## src/rtl/nav_pkg.sv

```systemverilog
// Shared definitions for the grid-cursor navigator: button bit map, FSM states,
// and the wrap-around step helper.
package nav_pkg;

  localparam int BTN_UP     = 0;
  localparam int BTN_DOWN   = 1;
  localparam int BTN_LEFT   = 2;
  localparam int BTN_RIGHT  = 3;
  localparam int BTN_CENTER = 4;

  typedef enum logic [1:0] {
    ST_IDLE,
    ST_DELAY,
    ST_REPEAT
  } nav_state_e;

  // One cell forward (inc=1) or back (inc=0) on a 0..grid-1 ring.
  function automatic logic [3:0] step_wrap(input logic [3:0] v, input logic inc,
                                           input int grid);
    logic [3:0] last;
    last = 4'(grid - 1);
    if (inc) return (v == last) ? 4'd0 : v + 4'd1;
    else     return (v == 4'd0) ? last : v - 4'd1;
  endfunction

endpackage

```

## src/rtl/nav_repeat_timer.sv

```systemverilog
// Auto-repeat counter shared by the initial-delay and repeat-rate phases;
// restarts from zero on clear or on reaching the terminal count.
module nav_repeat_timer #(
  parameter int DELAY = 3_000_000,
  parameter int RATE  = 600_000
) (
  input  logic clk,
  input  logic rst,
  input  logic clr,
  input  logic rate_phase,
  output logic tc
);

  localparam int MAXC = (DELAY > RATE) ? DELAY : RATE;
  localparam int CW   = (MAXC > 1) ? $clog2(MAXC) : 1;

  logic [CW-1:0] cnt_q, cnt_d, limit;

  always_comb begin
    limit = rate_phase ? CW'(RATE - 1) : CW'(DELAY - 1);
    tc    = (cnt_q == limit);
    cnt_d = (clr || tc) ? '0 : cnt_q + CW'(1);
  end

  always_ff @(posedge clk) begin
    if (rst) cnt_q <= '0;
    else     cnt_q <= cnt_d;
  end

endmodule

```

## src/rtl/cursor_nav.sv

```systemverilog
// 9x9 cursor navigator: priority-encoded direction presses, wrap-around steps,
// hold-to-auto-repeat, and a select strobe delayed one cycle from the center press.
module cursor_nav
  import nav_pkg::*;
#(
  parameter int GRID         = 9,
  parameter int REPEAT_DELAY = 3_000_000,
  parameter int REPEAT_RATE  = 600_000
) (
  input  logic       clk,
  input  logic       rst,
  input  logic [4:0] btn_level,
  input  logic [4:0] btn_pulse,
  input  logic       lock,
  output logic [3:0] row,
  output logic [3:0] col,
  output logic       move_pulse,
  output logic       sel_pulse
);

  nav_state_e state_q, state_d;
  logic [1:0] dir_q, dir_d;
  logic [3:0] row_q, row_d, col_q, col_d;
  logic       move_q, move_d, sel_q, sel_d;

  logic       has_dir, dir_held, do_step, tmr_clr, tmr_tc;
  logic [1:0] act_dir, step_dir;

  nav_repeat_timer #(
    .DELAY (REPEAT_DELAY),
    .RATE  (REPEAT_RATE)
  ) u_timer (
    .clk        (clk),
    .rst        (rst),
    .clr        (tmr_clr),
    .rate_phase (state_q == ST_REPEAT),
    .tc         (tmr_tc)
  );

  // Lower bit index = higher priority.
  always_comb begin
    has_dir = |btn_pulse[3:0];
    act_dir = 2'(BTN_RIGHT);
    if (btn_pulse[BTN_LEFT]) act_dir = 2'(BTN_LEFT);
    if (btn_pulse[BTN_DOWN]) act_dir = 2'(BTN_DOWN);
    if (btn_pulse[BTN_UP])   act_dir = 2'(BTN_UP);
    dir_held = btn_level[{1'b0, dir_q}];
  end

  always_comb begin
    state_d  = state_q;
    dir_d    = dir_q;
    row_d    = row_q;
    col_d    = col_q;
    move_d   = 1'b0;
    sel_d    = btn_pulse[BTN_CENTER] && !lock;
    do_step  = 1'b0;
    step_dir = dir_q;
    tmr_clr  = 1'b1;

    if (lock) begin
      state_d = ST_IDLE;
    end else begin
      case (state_q)
        ST_IDLE: begin
          if (has_dir) begin
            do_step  = 1'b1;
            step_dir = act_dir;
            dir_d    = act_dir;
            state_d  = ST_DELAY;
          end
        end
        default: begin
          // A released direction lets any fresh press through, as if from idle.
          if (has_dir && (act_dir < dir_q || !dir_held)) begin
            do_step  = 1'b1;
            step_dir = act_dir;
            dir_d    = act_dir;
            state_d  = ST_DELAY;
          end else if (!dir_held) begin
            state_d = ST_IDLE;
          end else begin
            tmr_clr = 1'b0;
            if (tmr_tc) begin
              do_step = 1'b1;
              state_d = ST_REPEAT;
            end
          end
        end
      endcase
    end

    if (do_step) begin
      move_d = 1'b1;
      case (step_dir)
        2'(BTN_UP):   row_d = step_wrap(row_q, 1'b0, GRID);
        2'(BTN_DOWN): row_d = step_wrap(row_q, 1'b1, GRID);
        2'(BTN_LEFT): col_d = step_wrap(col_q, 1'b0, GRID);
        default:      col_d = step_wrap(col_q, 1'b1, GRID);
      endcase
    end
  end

  always_ff @(posedge clk) begin
    if (rst) begin
      state_q <= ST_IDLE;
      dir_q   <= 2'd0;
      row_q   <= 4'd0;
      col_q   <= 4'd0;
      move_q  <= 1'b0;
      sel_q   <= 1'b0;
    end else begin
      state_q <= state_d;
      dir_q   <= dir_d;
      row_q   <= row_d;
      col_q   <= col_d;
      move_q  <= move_d;
      sel_q   <= sel_d;
    end
  end

  assign row        = row_q;
  assign col        = col_q;
  assign move_pulse = move_q;
  assign sel_pulse  = sel_q;

endmodule

```

## config.mk

```make
export PLATFORM = sky130hd
export DESIGN_NAME = cursor_nav
export DESIGN_NICKNAME = d
export VERILOG_FILES = /design/src/rtl/nav_pkg.sv /design/src/rtl/nav_repeat_timer.sv /design/src/rtl/cursor_nav.sv
export SDC_FILE = /design/constraint.sdc
export NUM_CORES = 1
export LEC_CHECK = 0
export ABC_AREA = 0
export ABC_CLOCK_PERIOD_IN_PS = 3600
export CAP_MARGIN = 20
export CORE_ASPECT_RATIO = 1.1
export CORE_MARGIN = 2
export CORE_UTILIZATION = 56
export DETAILED_ROUTE_END_ITERATION = 16
export GPL_ROUTABILITY_DRIVEN = 0
export HOLD_SLACK_MARGIN = 0.03
export PLACE_DENSITY = 0.87
export SYNTH_ARGS = -nofsm -noshare
export SYNTH_HDL_FRONTEND = slang
export SYNTH_SLANG_ARGS = --single-unit
```

## constraint.sdc

```tcl
create_clock -name clk -period 3.6 [get_ports clk]
set_input_delay 0.72 -clock clk [delete_from_list [all_inputs] [get_ports clk]]
set_output_delay 0.72 -clock clk [all_outputs]
set_load 0.05 [all_outputs]
```

* Word-level counts from Yosys, hierarchy flattened *
Index checks and enable logic that the tools add are counted.

storage, ports and cells
  input bits = 13
  output and inout bits = 10
  logic and storage cells = 73
  bits in registers = 36

cells by class
  equality and inequality tests = 8
  bitwise operators = 1
  muxes and demuxes = 32
  reduce and logical (&&, ||, !) cells = 18
  $lt $le $gt $ge = 2
  add/sub/neg operators = 5

operator list
  operator                                                                       count
  22-bit by 1-bit adder with 22-bit output (second input constant)               1
  22-bit == test                                                                 1
  2-bit two-way mux                                                              11
  22-bit two-way mux                                                             1
  4-bit two-way mux                                                              4
  4-bit one-hot mux with 2 select lines                                          2
  1-bit two-way mux                                                              13
  4-bit by 1-bit adder with 4-bit output (second input constant)                 2
  4-bit == test (second input constant)                                          2
  4-bit zero test                                                                2
  4-bit by 1-bit subtractor with 4-bit output (second input constant)            2
  2-bit AND reduction                                                            3
  2-bit OR reduction                                                             3
  2-bit == test (second input constant)                                          2
  2-bit zero test                                                                2
  2-bit by 4-bit less-than comparator with 1-bit output (second input constant)  1
  4-bit by 1-bit != test with 1-bit output (second input constant)               1
  4-bit OR reduction                                                             1
  1-bit binary-select mux with 2-bit select                                      1
  2-bit by 1-bit == test with 1-bit output (second input constant)               1
  1-bit logical AND                                                              2
  1-bit zero test                                                                2
  1-bit logical OR                                                               2
  2-bit less-than comparator                                                     1
  3 further kinds                                                                3

* Depth between registers and ports, before layout *
  word-level depth = 13
  mapped depth = 9
  mapped depth without buffers = 8

* Cells and area by module *
Synthesis repeated with hierarchy kept, for this count alone.

unflattened totals
  cell total of the unflattened synthesis = 262
  area total of the unflattened synthesis = 2270.9 um^2

by module, submodules not included
  module            area an instance (um^2)  times used  sequential area each (um^2)  cells an instance
  cursor_nav        1161.1                   1           280.3                        141
  nav_repeat_timer  1109.8                   1           440.4                        121

* Worst setup path after synthesis *
Ideal clock, no wire load.

  path kind = input port to flip-flop
  from = input btn_pulse[1]
  to = register row_q[0] (netlist: row[0])
  setup time = 0.067 ns
  cell stages on the path = 9
  required time = 3.533 ns
  path slack = 0.819 ns
  buffers on the path = 1
  arrival time = 2.714 ns
  cells stage by stage = nor2_1 ha_1 nor2b_1 a211o_1 a211oi_2 a2bb2o_4 buf_6 or3_1 o21ai_2

on the way
  longest elaborated chain between the ends = 11
  elaborated cells on any way between the ends = 19
  those cells by class = order compare: 1; eq/ne: 1; mux: 11; reduce/logical: 6

RTL lines
  element                                                                      RTL line           RTL
  from (decl)                                                                  cursor_nav.sv:13   input logic [4:0] btn_pulse,
  2-bit two-way mux                                                            cursor_nav.sv:45   if (btn_pulse[BTN_DOWN]) act_dir = 2'(BTN_DOWN);
  2-bit two-way mux                                                            cursor_nav.sv:46   if (btn_pulse[BTN_UP]) act_dir = 2'(BTN_UP);
  2-bit less-than comparator                                                   cursor_nav.sv:75   if (has_dir && (act_dir < dir_q || !dir_held)) begin
  1-bit logical OR                                                             cursor_nav.sv:75
  1-bit logical AND                                                            cursor_nav.sv:75
  2-bit two-way mux                                                            cursor_nav.sv:75
  2-bit two-way mux                                                            cursor_nav.sv:64   case (state_q)
  2-bit two-way mux                                                            -
  2-bit by 1-bit == test with 1-bit output or 2-bit zero test (tied branches)  cursor_nav.sv:95   case (step_dir)
  2-bit nonzero test (no line)                                                 -
  2-bit AND reduction (no line)                                                -
  to (signal assigned)                                                         cursor_nav.sv:115  row_q <= row_d;
  to (decl)                                                                    cursor_nav.sv:23   logic [3:0] row_q, row_d, col_q, col_d;

Several ways; a longest one is shown, not always the timed one.
A chain may end at the register's enable or synchronous reset.

* Worst setup path after layout *
  from = input btn_pulse[0]
  to = register row_q[2] (netlist: row[2])

on the way
  longest elaborated chain between the ends = 10
  elaborated cells on any way between the ends = 18
  those cells by class = order compare: 1; eq/ne: 1; mux: 10; reduce/logical: 6

RTL lines
  element                                                                      RTL line
  2-bit two-way mux                                                            cursor_nav.sv:46
  2-bit less-than comparator                                                   cursor_nav.sv:75
  1-bit logical OR                                                             cursor_nav.sv:75
  1-bit logical AND                                                            cursor_nav.sv:75
  2-bit two-way mux                                                            cursor_nav.sv:75
  2-bit two-way mux                                                            cursor_nav.sv:64
  2-bit two-way mux                                                            -
  2-bit by 1-bit == test with 1-bit output or 2-bit zero test (tied branches)  cursor_nav.sv:95
  2-bit nonzero test (no line)                                                 -
  2-bit AND reduction (no line)                                                -

Several ways; a longest one is shown, not always the timed one.

==> results.cfg <==
[run_status]
status = complete, no violations

[cells_and_area]
nFillCells = 303
insertedDiodeCount = 0
area_growth_pct = 15.5
stdcell_count = 323
final_nets = 292
drive_gt1_frac = 0.0769

[synth]
syn_area_mm2 = 0.00214
netlist_instances = 251
synth_edf_count = 0
syn-num-nets = 270
post_synth.cell_area_avg_um2 = 8.51
ys_async_sr_fraction = 0
yosysWarnings = 0
ys_ff_latch = 36
synth_ff_type = dfxtp_1
ys_types = 58
ys_seq_area_frac = 0.337

[placement]
dp_hpwl_um = 3030
port_buffers = 21
dp.cells = 316

[global_routing]
gr-total-overflow = 0
antenna_found_initial = 0
grt_max_degree = 23
grt_pass1_vias = 1635
grt_usage = 0.216
grt_pass1_wl_um = 7270

[clock_network]
cts_hold_buf = 0
cts_root_buf = clkbuf_8
cts_setup_buffers = 0
cts_resized = 0
clockBufferDepth = 2
cts_max_level = 2
cts_tree = done
clk_latency_ns = 0.29
numCtsBuffers = 5
clkTransAtPathRegs_ns = 0.07
cts_sinks = 36

[floorplan]
fp.dieW_um = 62.9
dieArea_mm2 = 0.00432
die_y_um = 68.8
pin_count = 23
start_util = 0.584
fp-row-count = 23
core_area_mm2 = 0.00365

[worst_hold_path]
hold_class = flop to flop
hold_path_depth = 1
hp-start = u_timer.cnt_q[0]$_SDFF_PP0_
whs_endpoint = u_timer.cnt_q[0]$_SDFF_PP0_

[critical_path]
worstPathMaxFanout = 8
crit_required_ns = 3.77
cp-start-kind = input pin
reg2reg_to = row[2]$_SDFFE_PP0P_
r2r-start = dir_q[1]$_SDFF_PP0_
cp.arrival_ns = 3.23
endpoint_kind = flop
reg2reg_depth = 7
r2r_slack_ns = 1.13
crit_type = input pin to flop

[timing]
hold_ws_ns = 0.466
fin_skew_ns = 0.00930
drv_slew = 0
rsz0062_at_grt = no
setup_viol = 0
maxSlewHeadroom = 0.503
fin_crit_sh = 0.850
fin_crit_ns = 3.06
finalHoldViolCount = 0
tns_ns = 0
fmax_mhz = 327
tightest_slew_ns = 0.746

[power]
static-leakage-power_nw = 0.827
powerDensity_mw_per_mm2 = 360
ir_drop_mv = 0.223

[flow_run]
maxCapViolations = 0

[route]
routed_wl_um = 4220
via_per_inst = 5.67
drt_drc_violations_left = 0
first_iter_violations = 97
wl_per_cell_um = 13.1
vias = 1832
final_antenna_net_count = 0
drt_first_pass_iters = 4
-- power breakdown --
group	total (mW)	internal, mW	switching, mW
Clock	0.271	0.131	0.139
Combinational	0.189	0.0805	0.109
Sequential	0.428	0.410	0.0188
Total	0.888	0.622	0.266
-- placed cells by master, fill, tap and decap left out, drive strengths merged, types with 3 or more instances in the layout --
cell type	netlist	layout
a211oi	4	4
a21oi	6	6
a31oi	3	3
and2	3	3
buf	2	3
clkbuf	7	6
clkdlybuf4s50	0	21
dfxtp	36	36
ha	6	6
inv	14	14
mux2i	3	3
nand2	13	13
nand2b	7	7
nand3	15	15
nand4	3	3
nor2	41	41
nor2b	3	3
nor3	8	8
nor4	4	4
o211ai	3	3
o21ai	9	9
or3	3	3
xnor2	14	14
xor2	8	8
-- worst max-delay path by stage --
stage	from	end	slack, ns	depth (start not counted)
2_1_floorplan	btn_pulse[1]	row[0]$_SDFFE_PP0P_	0.82	9
6_report	btn_pulse[0]	row[2]$_SDFFE_PP0P_	0.54	8
3_5_place_dp	btn_pulse[0]	row[2]$_SDFFE_PP0P_	0.25	8
4_1_cts	btn_pulse[0]	row[2]$_SDFFE_PP0P_	0.55	8
3_3_place_gp	btn_pulse[0]	row[0]$_SDFFE_PP0P_	0.29	9
5_1_grt	btn_pulse[0]	row[2]$_SDFFE_PP0P_	0.35	8
-- per-stage QoR --
step / util / total power [mW] / setup WS (ns) / area [µm²]
6_report: 0.675 / 0.888 / 0.538 / 2470
5_1_grt: 0.675 / 0.935 / 0.350 / 2470
4_1_cts: 0.675 / 0.897 / 0.552 / 2470
3_5_place_dp: 0.654 / 0.625 / 0.253 / 2390
3_3_place_gp: 0.654 / 0.622 / 0.293 / 2390
2_1_floorplan: - / 0.576 / 0.819 / 2140
-- Yosys cell counts, drive strengths merged (2+ instances only) --
cell,n,share of area
a211oi,4,0.019
nor3b,2,0.0070
nand2,13,0.023
dfxtp,36,0.34
mux2i,3,0.014
xnor2,14,0.057
inv,14,0.025
nand2b,7,0.021
ha,6,0.035
nor4,4,0.022
nor4bb,2,0.0094
a211o,2,0.0082
nand3,15,0.035
o21ai,9,0.023
nor3,8,0.021
xor2,8,0.033
a32o,2,0.0094
nand4,3,0.0088
and4,2,0.0082
o2111ai,2,0.011
o32ai,2,0.017
or3b,2,0.0082
clkbuf,7,0.012
o211ai,3,0.011
buf,2,0.0076
and2,3,0.0088
o21a,2,0.0070
a31oi,3,0.0088
nor2,41,0.072
or3,3,0.0088
a21oi,6,0.014
o31ai,2,0.0070
nor2b,3,0.0088
-- critical path: stages --
cell and delay, ns:
clkdlybuf4s50_1 0.46, nor2_1 0.20, ha_1 0.29, nor2b_1 0.16
a211o_1 0.35, a211oi_2 0.39, a2bb2o_4 0.28, o41ai_1 0.38
-- logic make-up (layout without fill, tap and decap cells) --
family	after synthesis	count (layout)	synth area share
adder cells (fa/ha/maj)	6	6	0.0351
flip-flops	36	36	0.337
buffers and inverters	23	45	0.0445
multiplexers	4	4	0.0193
AO/OA/AOI/OAI	48	48	0.196
XOR/XNOR	22	22	0.0902
AND/OR/NAND/NOR	112	112	0.277
-- flip-flops by register name, summed over array words and instances (netlist names) --
register and count:
state_q 2, move_pulse 1, sel_pulse 1, dir_q 2, col 4, u_timer.cnt_q 22
row 4
-- area by class of cell --
class / instances / area [µm²] / share of cell area
Multi-Input combinational cell: 192 / 1320 / 0.535
Sequential cell: 36 / 721 / 0.292
Timing Repair Buffer: 24 / 233 / 0.0944
Clock buffer: 6 / 72.6 / 0.0294
Tap cell: 50 / 62.6 / 0.0254
Inverter: 14 / 52.6 / 0.0213
Clock inverter: 1 / 5.00 / 0.00203
-- routing by layer --
layer  vias to the layer above  global-route usage  share of wire
met1                       858               0.254           0.48
met5                         -                   0              0
li1                        936                   -              -
met4                         0              0.0750          0.014
met2                        31               0.382           0.47
met3                         7              0.0633          0.039
No activity file was read; power rests on OpenSTA's default activity.
